<file path="config.mk">
export PLATFORM = sky130hd
export DESIGN_NAME = mem_access_unit
export DESIGN_NICKNAME = d
export VERILOG_FILES = /design/src/rtl/mem_access_unit.sv
export SDC_FILE = /design/constraint.sdc
export NUM_CORES = 1
export LEC_CHECK = 0
export CAP_MARGIN = 10
export CORE_ASPECT_RATIO = 1.4
export CORE_MARGIN = 2
export CORE_UTILIZATION = 46
export CTS_CLUSTER_DIAMETER = 80
export CTS_CLUSTER_SIZE = 12
export DETAILED_ROUTE_END_ITERATION = 8
export MAX_ROUTING_LAYER = met4
export PLACE_DENSITY = 0.89
export SLEW_MARGIN = 15
export SYNTH_ARGS = -nofsm -noshare
export SYNTH_HDL_FRONTEND = slang
export SYNTH_SLANG_ARGS = --single-unit
</file>
<file path="constraint.sdc">
create_clock -name clk -period 4.2 [get_ports clk]
set_input_delay 0.84 -clock clk [delete_from_list [all_inputs] [get_ports clk]]
set_output_delay 0.84 -clock clk [all_outputs]
set_load 0.005 [all_outputs]
</file>
<file path="src/rtl/mem_access_unit.sv">
// MEM-stage load/store unit: runs one valid/ready data-memory transaction per access,
// stalls upstream while it is in flight, and registers the MEM/WB outputs.
package mem_access_pkg;
  typedef enum logic [1:0] {WB_NONE = 2'd0, WB_ALU = 2'd1, WB_MEM = 2'd2, WB_PC = 2'd3} wb_sel_e;
endpackage

module mem_access_unit
  import mem_access_pkg::*;
#(
  parameter int unsigned DATA_WIDTH     = 32,
  parameter int unsigned TIMEOUT_CYCLES = 16
) (
  input  logic                  clk,
  input  logic                  rst_n,
  input  logic                  MEM_MemRead_i,
  input  logic                  MEM_MemWrite_i,
  input  logic                  MEM_RegWrite_i,
  input  wb_sel_e               MEM_WBSel_i,
  input  logic [DATA_WIDTH-1:0] MEM_alu_result_i,
  input  logic [DATA_WIDTH-1:0] MEM_instruction_i,
  input  logic [DATA_WIDTH-1:0] MEM_wr_data_i,
  input  logic [DATA_WIDTH-1:0] MEM_pc_plus4_i,
  output logic                  dmem_valid_o,
  output logic                  dmem_we_o,
  output logic [DATA_WIDTH-1:0] dmem_addr_o,
  output logic [DATA_WIDTH-1:0] dmem_wdata_o,
  output logic [3:0]            dmem_be_o,
  input  logic                  dmem_ready_i,
  input  logic [DATA_WIDTH-1:0] dmem_rdata_i,
  output logic                  mem_stall_o,
  output logic                  WB_RegWrite_o,
  output wb_sel_e               WB_WBSel_o,
  output logic [DATA_WIDTH-1:0] WB_alu_result_o,
  output logic [DATA_WIDTH-1:0] WB_load_data_o,
  output logic [DATA_WIDTH-1:0] WB_pc_plus4_o,
  output logic [4:0]            WB_rd_addr_o,
  output logic                  WB_mem_fault_o
);

  typedef enum logic [1:0] {StIdle, StReq, StDone} state_e;

  localparam logic [7:0] CntLast = 8'(TIMEOUT_CYCLES - 1);

  state_e                state_q;
  logic [7:0]            cnt_q;
  logic                  fault_q;
  logic [DATA_WIDTH-1:0] rdata_q;

  logic [2:0]            funct3;
  logic [1:0]            addr_lo;
  logic                  access, is_store, misaligned, illegal, fault_now, clean_access;
  logic [3:0]            be_next;
  logic [DATA_WIDTH-1:0] wdata_next;
  logic [7:0]            ld_byte;
  logic [15:0]           ld_half;
  logic [DATA_WIDTH-1:0] load_ext;
  logic                  unused_instr;

  assign funct3       = MEM_instruction_i[14:12];
  assign addr_lo      = MEM_alu_result_i[1:0];
  assign access       = MEM_MemRead_i | MEM_MemWrite_i;
  assign is_store     = MEM_MemWrite_i;
  assign unused_instr = ^{MEM_instruction_i[DATA_WIDTH-1:15], MEM_instruction_i[6:0]};

  always_comb begin
    misaligned = 1'b0;
    case (funct3[1:0])
      2'b01:   misaligned = addr_lo[0];
      2'b10:   misaligned = (addr_lo != 2'b00);
      default: misaligned = 1'b0;
    endcase
    illegal = (funct3 == 3'b011) || (funct3 == 3'b110) || (funct3 == 3'b111) ||
              (is_store && funct3[2]);
  end

  assign fault_now    = access & (misaligned | illegal);
  assign clean_access = access & ~fault_now;

  // Stall covers the launching IDLE cycle plus every REQ cycle; nothing stalls during reset.
  assign mem_stall_o = rst_n & ((state_q == StIdle && clean_access) || state_q == StReq);

  always_comb begin
    be_next    = 4'b1111;
    wdata_next = MEM_wr_data_i;
    case (funct3[1:0])
      2'b00: begin
        be_next    = 4'b0001 << addr_lo;
        wdata_next = {4{MEM_wr_data_i[7:0]}};
      end
      2'b01: begin
        be_next    = addr_lo[1] ? 4'b1100 : 4'b0011;
        wdata_next = {2{MEM_wr_data_i[15:0]}};
      end
      default: ;
    endcase
  end

  always_comb begin
    ld_byte  = rdata_q[{addr_lo, 3'b000} +: 8];
    ld_half  = addr_lo[1] ? rdata_q[31:16] : rdata_q[15:0];
    load_ext = rdata_q;
    case (funct3)
      3'b000:  load_ext = {{(DATA_WIDTH-8){ld_byte[7]}}, ld_byte};
      3'b001:  load_ext = {{(DATA_WIDTH-16){ld_half[15]}}, ld_half};
      3'b100:  load_ext = {{(DATA_WIDTH-8){1'b0}}, ld_byte};
      3'b101:  load_ext = {{(DATA_WIDTH-16){1'b0}}, ld_half};
      default: load_ext = rdata_q;
    endcase
    if (is_store) load_ext = '0;
  end

  always_ff @(posedge clk) begin
    if (!rst_n) begin
      state_q         <= StIdle;
      cnt_q           <= '0;
      fault_q         <= 1'b0;
      rdata_q         <= '0;
      dmem_valid_o    <= 1'b0;
      dmem_we_o       <= 1'b0;
      dmem_addr_o     <= '0;
      dmem_wdata_o    <= '0;
      dmem_be_o       <= '0;
      WB_RegWrite_o   <= 1'b0;
      WB_WBSel_o      <= WB_NONE;
      WB_alu_result_o <= '0;
      WB_load_data_o  <= '0;
      WB_pc_plus4_o   <= '0;
      WB_rd_addr_o    <= '0;
      WB_mem_fault_o  <= 1'b0;
    end else begin
      case (state_q)
        StIdle: begin
          if (clean_access) begin
            state_q         <= StReq;
            cnt_q           <= '0;
            fault_q         <= 1'b0;
            rdata_q         <= '0;
            dmem_valid_o    <= 1'b1;
            dmem_we_o       <= is_store;
            dmem_addr_o     <= {MEM_alu_result_i[DATA_WIDTH-1:2], 2'b00};
            dmem_wdata_o    <= wdata_next;
            dmem_be_o       <= be_next;
            WB_RegWrite_o   <= 1'b0;
            WB_WBSel_o      <= WB_NONE;
            WB_alu_result_o <= '0;
            WB_load_data_o  <= '0;
            WB_pc_plus4_o   <= '0;
            WB_rd_addr_o    <= '0;
            WB_mem_fault_o  <= 1'b0;
          end else begin
            WB_RegWrite_o   <= MEM_RegWrite_i & ~fault_now;
            WB_WBSel_o      <= MEM_WBSel_i;
            WB_alu_result_o <= MEM_alu_result_i;
            WB_load_data_o  <= '0;
            WB_pc_plus4_o   <= MEM_pc_plus4_i;
            WB_rd_addr_o    <= MEM_instruction_i[11:7];
            WB_mem_fault_o  <= fault_now;
          end
        end
        StReq: begin
          if (dmem_ready_i) begin
            rdata_q      <= dmem_rdata_i;
            dmem_valid_o <= 1'b0;
            state_q      <= StDone;
          end else if (cnt_q == CntLast) begin
            dmem_valid_o <= 1'b0;
            fault_q      <= 1'b1;
            state_q      <= StDone;
          end else begin
            cnt_q <= cnt_q + 8'd1;
          end
        end
        StDone: begin
          WB_RegWrite_o   <= MEM_RegWrite_i & ~fault_q;
          WB_WBSel_o      <= MEM_WBSel_i;
          WB_alu_result_o <= MEM_alu_result_i;
          WB_load_data_o  <= load_ext;
          WB_pc_plus4_o   <= MEM_pc_plus4_i;
          WB_rd_addr_o    <= MEM_instruction_i[11:7];
          WB_mem_fault_o  <= fault_q;
          state_q         <= StIdle;
        end
        default: state_q <= StIdle;
      endcase
    end
  end

endmodule

</file>
Word level (Yosys, flattened, before mapping)
Cells that the tools add are included.

storage, ports and cells
  input port bits = 168
  register bits = 216
  output and inout port bits = 176

operators by class
  muxes and demuxes = 39
  equal/unequal tests = 17
  reduce and logical (&&, ||, !) cells = 18
  shift-type cells = 2
  add/sub/neg operators = 1
  bitwise operators = 9

operator list
  kind                                                                    count
  32-bit one-hot mux with 2 select lines                                  5
  32-bit 2-to-1 mux                                                       5
  32-bit one-hot mux with 4 select lines                                  1
  32-bit by 6-bit indexed part select with 8-bit output                   1
  8-bit 2-to-1 mux                                                        3
  16-bit 2-to-1 mux                                                       1
  8-bit one-hot mux with 2 select lines                                   1
  3-bit equality test (second input constant)                             4
  1-bit one-hot mux with 2 select lines                                   5
  5-bit one-hot mux with 2 select lines                                   1
  8-bit by 1-bit adder with 8-bit output (second input constant)          1
  8-bit by 4-bit equality test with 1-bit output (second input constant)  1
  1-bit 2-to-1 mux                                                        8
  2-bit 2-to-1 mux                                                        4
  2-bit inequality test (second input constant)                           4
  2-bit one-hot mux with 2 select lines                                   2
  4-bit one-hot mux with 2 select lines                                   1
  4-bit AND reduction                                                     2
  3-bit AND reduction                                                     2
  2-bit nonzero test                                                      3
  1-bit bitwise AND                                                       5
  5-bit 2-to-1 mux                                                        1
  2-bit by 1-bit equality test with 1-bit output (second input constant)  2
  2-bit equality test (second input constant)                             2
  13 further kinds                                                        21

Logic depth before layout (Yosys ltp)
  depth in word-level cells = 11
  gate-level depth with buffers = 10

Worst setup path after synthesis
Ideal clock, no wire load.

  path type = input to output
  start point = input port MEM_instruction_i[13]
  end point = output port mem_stall_o
  cell stages on the path = 9
  data arrival time = 2.138 ns
  setup slack = 1.222 ns
  cells stage by stage = inv_1 -> ha_1 -> buf_2 -> o211ai_1 -> and4b_1 -> buf_6 -> buf_2 -> nand2_1 -> a21oi_1

on the way
  cells in the longest elaborated chain, start to end = 11

RTL lines
  what                                                                                   RTL line  source
  start: declaration                                                                     20        input logic [DATA_WIDTH-1:0] MEM_instruction_i,
  3-bit by 2-bit equality test with 1-bit output or 3-bit equality test (tied branches)  72        illegal = (funct3 == 3'b011) || (funct3 == 3'b110) || (funct3 == 3'b111) ||
  1-bit logical OR (3 in series)                                                         72
  1-bit OR *                                                                             76        assign fault_now = access & (misaligned | illegal);
  1-bit bitwise AND *                                                                    76
  1-bit inverter *                                                                       77        assign clean_access = access & ~fault_now;
  1-bit bitwise AND *                                                                    77
  1-bit logical AND *                                                                    80        assign mem_stall_o = rst_n & ((state_q == StIdle && clean_access) || state_q == StReq);
  1-bit logical OR *                                                                     80
  1-bit bitwise AND *                                                                    80
  end: declaration                                                                       30        output logic mem_stall_o,

Every way passes the cells marked *; elsewhere a longest branch is shown, timed or not.

Worst setup path in the final report
  start point = input port MEM_instruction_i[12]
  end point = output port mem_stall_o

Same word-level chain as after synthesis.

==> run summary <==
source of the worst hold timing path -> WB_load_data_o[26]
# fillers -> 1335
outcome -> complete, no violations
Synth Register Bits -> 216
Worst setup startpoint -> MEM_instruction_i[12]
DR iter-0 viols -> 663
number of vias after detailed routing -> 7695
Max clock buf depth -> 3
Vias/cell -> 5.786
top cell types by occurrence after synthesis -> 216 x dfxtp_1, 111 x a22o_1, 95 x a21oi_1
total grt overflow -> 0
initial antenna violation count -> 0
critical-path cell list -> clkdlybuf4s50_1 -> inv_1 -> ha_1 -> o21ai_0 -> and4b_2 -> nand2_1 -> a21oi_1 -> clkdlybuf4s50_1
count of final setup violators -> 0
antenna diode instance count -> 0
WS Path Type -> input port to output port
kind of end point of the critical path -> output port
number of warnings issued by yosys -> 0
dominant combinational cell family by area after synthesis -> compound AO/OA/AOI/OAI gates
share of flip-flops with an asynchronous set or reset after synthesis -> 0
total routing resource utilization after global routing -> 0.2706
pre-CTS setup slack -> 0.3544 ns
post-synthesis compound-gate area fraction -> 0.2965
Worst-path clk slew -> 0.06 ns
nets -> 1269
minimum period implied by the final worst setup slack -> 3.877 ns
share of synthesized area spent on multiplexers -> 0.02470
number of max-slew violations in the final report -> 0
worst-case hold path end point -> WB_load_data_o[26]
CP top delay family -> buffers and inverters
die outline height -> 161.5 um
Worst Hold Slack -> 0.4517 ns
Post-Synthesis Mean Instance Area -> 9.920 sq um
unrepaired setup endpoints after global routing -> false
final sum of negative setup slack -> 0 ns
dominant synthesized flop cell -> dfxtp_1
routability cong. -> 0.8343
cts-stage hold buffer count -> 0
Netlist Area Pre-Place -> 8154 sq um
setup repair bufs after CTS -> 0
cells resized by post-CTS repair -> 0
R2R Path End -> WB_load_data_o[1]
most repeated cell in the gate-level netlist after synthesis -> dfxtp_1
top-level port count -> 344
starting utilization of the core area -> 0.4705
startpoint types -> input port
post-route non-filler standard cell count -> 1330
count of cell types in the netlist -> 55
CTS tree -> yes
Adder-Cell Fraction of Synth Area -> 0.007672
final core utilization -> 0.6881
number of max-capacitance violations reported -> 0
fraction of synthesized cell area in xor and xnor cells -> 0.004296
total routed wirelength -> 26130 um
static power due to leakage -> 4.498 nW
maximum number of pins on one net before global-route repair -> 78
number of H-tree branching levels -> 1
Setup Skew -> 0.006290 ns
Std-Cell Core Area -> 17330 sq um
Inserted Clock Buffers -> 21
largest voltage drop on the vdd net -> 258.6 uV
cell depth of the worst min-delay path -> 2
clk root buf -> clkbuf_16
power density relative to cell area -> 394.1 nW/um^2
CP required -> 3.36 ns
DRT antenna net count -> 0
sequential cell area fraction in the yosys report -> 0.5303
headroom to the max-slew limit -> 0.3977
number of clock sinks -> 216
fraction of final layout cells with drive strength greater than 1 -> 0.05484
synthesized-area fraction occupied by and/or/nand/nor cells -> 0.08025
number of port buffers -> 317
Post-synth EDFFs -> 0
DIE AREA -> 18820 sq um
reg-to-reg setup timing slack -> 2.03 ns
final clock period utilization by the worst path -> 0.9231
worst path setup slack after routing -> 0.3231 ns
relative area change from synthesis to final layout -> 46.25%
max frequency -> 257.9 MHz
global-route wire length before repair -> 39430 um
R2R depth -> 3
HPWL after detailed placement -> 18210 um
top cells by area in the synthesized netlist -> dfxtp_1 53%, a22o_1 12%, a21oi_1 5.8%
row count -> 57
share of the synthesized area in the top cell type -> 0.5303
most frequent cell on the critical path -> clkdlybuf4s50_1
maximum single-stage delay on the critical path -> 0.56 ns
gate count after technology mapping -> 822
Worst Path Buf+Inv -> 3
clock insertion delay at the later pin of the skew report -> 0.49 ns
Worst Tran Pin Value -> 0.9035 ns
Post-route DRC -> 0
endpoints failing hold -> 0
beginning of the worst register-to-register path -> state_q[0]
data arrival time of the critical path -> 3.04 ns
DR WL/cell -> 19.65 um
cell type with the highest aggregate area in the netlist -> dfxtp_1
total instance count after detailed placement -> 1309
number of optimization iterations in the first detailed-route pass -> 5
die width -> 116.5 um
largest driver fanout on the critical path -> 4
vias in the first global route -> 7500
CP max stage cell -> clkdlybuf4s50_1
worst min-delay path class -> flop to flop
## layer usage
layer	track usage	vias to the layer above	part of all wire
li1	-	3584	-
met1	0.3080	3693	0.38
met2	0.4553	335	0.51
met3	0.04503	83	0.070
met4	0.1326	0	0.046
met5	-	-	0
## logic make-up after synthesis
kind of cell    after synthesis
xor+xnor                      4
compound gates              351
flops                       216
mux                          18
fa+ha+maj                     5
buf+inv                      93
other cells                   1
simple gates                134
## cells in the final DEF (no fill, tap or decap), types with 3 or more instances in the layout
cell,instances
clkdlybuf4s50_1,317
dfxtp_1,216
a22o_1,111
a21oi_1,95
o21ai_0,61
nand3_1,44
nand2_1,29
nor2_1,28
a211oi_1,26
clkbuf_16,21
buf_4,15
o21ai_1,11
mux2i_1,10
a21o_1,9
inv_1,8
a221o_1,8
mux2_2,7
a32oi_1,7
a22oi_1,6
ha_1,5
nand2b_1,4
and3_1,4
xor2_1,4
nor2b_1,3
nand4_1,3
## through the flow
| step | cell area, sq um | total power, W |
|---|---|---|
| after floorplan | 8158 | 0.002662 |
| after global placement | 11390 | 0.003121 |
| after detailed placement | 11390 | 0.003146 |
| after CTS | 11920 | 0.004733 |
| after global routing | 11930 | 0.004892 |
| final | 11930 | 0.004700 |
## worst register-to-register path, cell delays in order, from the launching register on
cell      delay, ns
dfxtp_1        0.49
nor4bb_2       0.81
nor2b_1        0.57
a221o_1        0.25
## state kept, by name, indices dropped and copies added, names as in the netlist
name,cells
WB_alu_result_o,32
dmem_wdata_o,32
rdata_q,32
WB_RegWrite_o,1
WB_rd_addr_o,5
WB_mem_fault_o,1
dmem_addr_o,30
WB_WBSel_o,2
cnt_q,8
WB_pc_plus4_o,32
state_q,2
fault_q,1
WB_load_data_o,32
dmem_be_o,4
dmem_valid_o,1
dmem_we_o,1
## where the power goes
part,switching [W],total (W),leakage (nW),internal (W)
Sequential,0.0000767,0.00226,1.77,0.00218
Combinational,0.000390,0.000851,2.47,0.000461
Clock,0.000711,0.00159,0.259,0.000878
Total,0.00118,0.00470,4.50,0.00352
## area by class of cell
| class | count | area, sq um | share of cell area |
|---|---|---|---|
| Clock buffer | 21 | 525.5 | 0.04407 |
| Multi-Input combinational cell | 514 | 3421 | 0.2869 |
| Tap cell | 236 | 295.3 | 0.02476 |
| Inverter | 9 | 33.78 | 0.002833 |
| Timing Repair Buffer | 334 | 3326 | 0.2789 |
| Sequential cell | 216 | 4324 | 0.3626 |
## worst max-delay path by stage
stage,end,cells past startpoint
after global placement,mem_stall_o,8
after detailed placement,mem_stall_o,8
after floorplan,mem_stall_o,9
final,mem_stall_o,8
after CTS,mem_stall_o,8
after global routing,mem_stall_o,8
No activity file was read; power rests on OpenSTA's default activity.
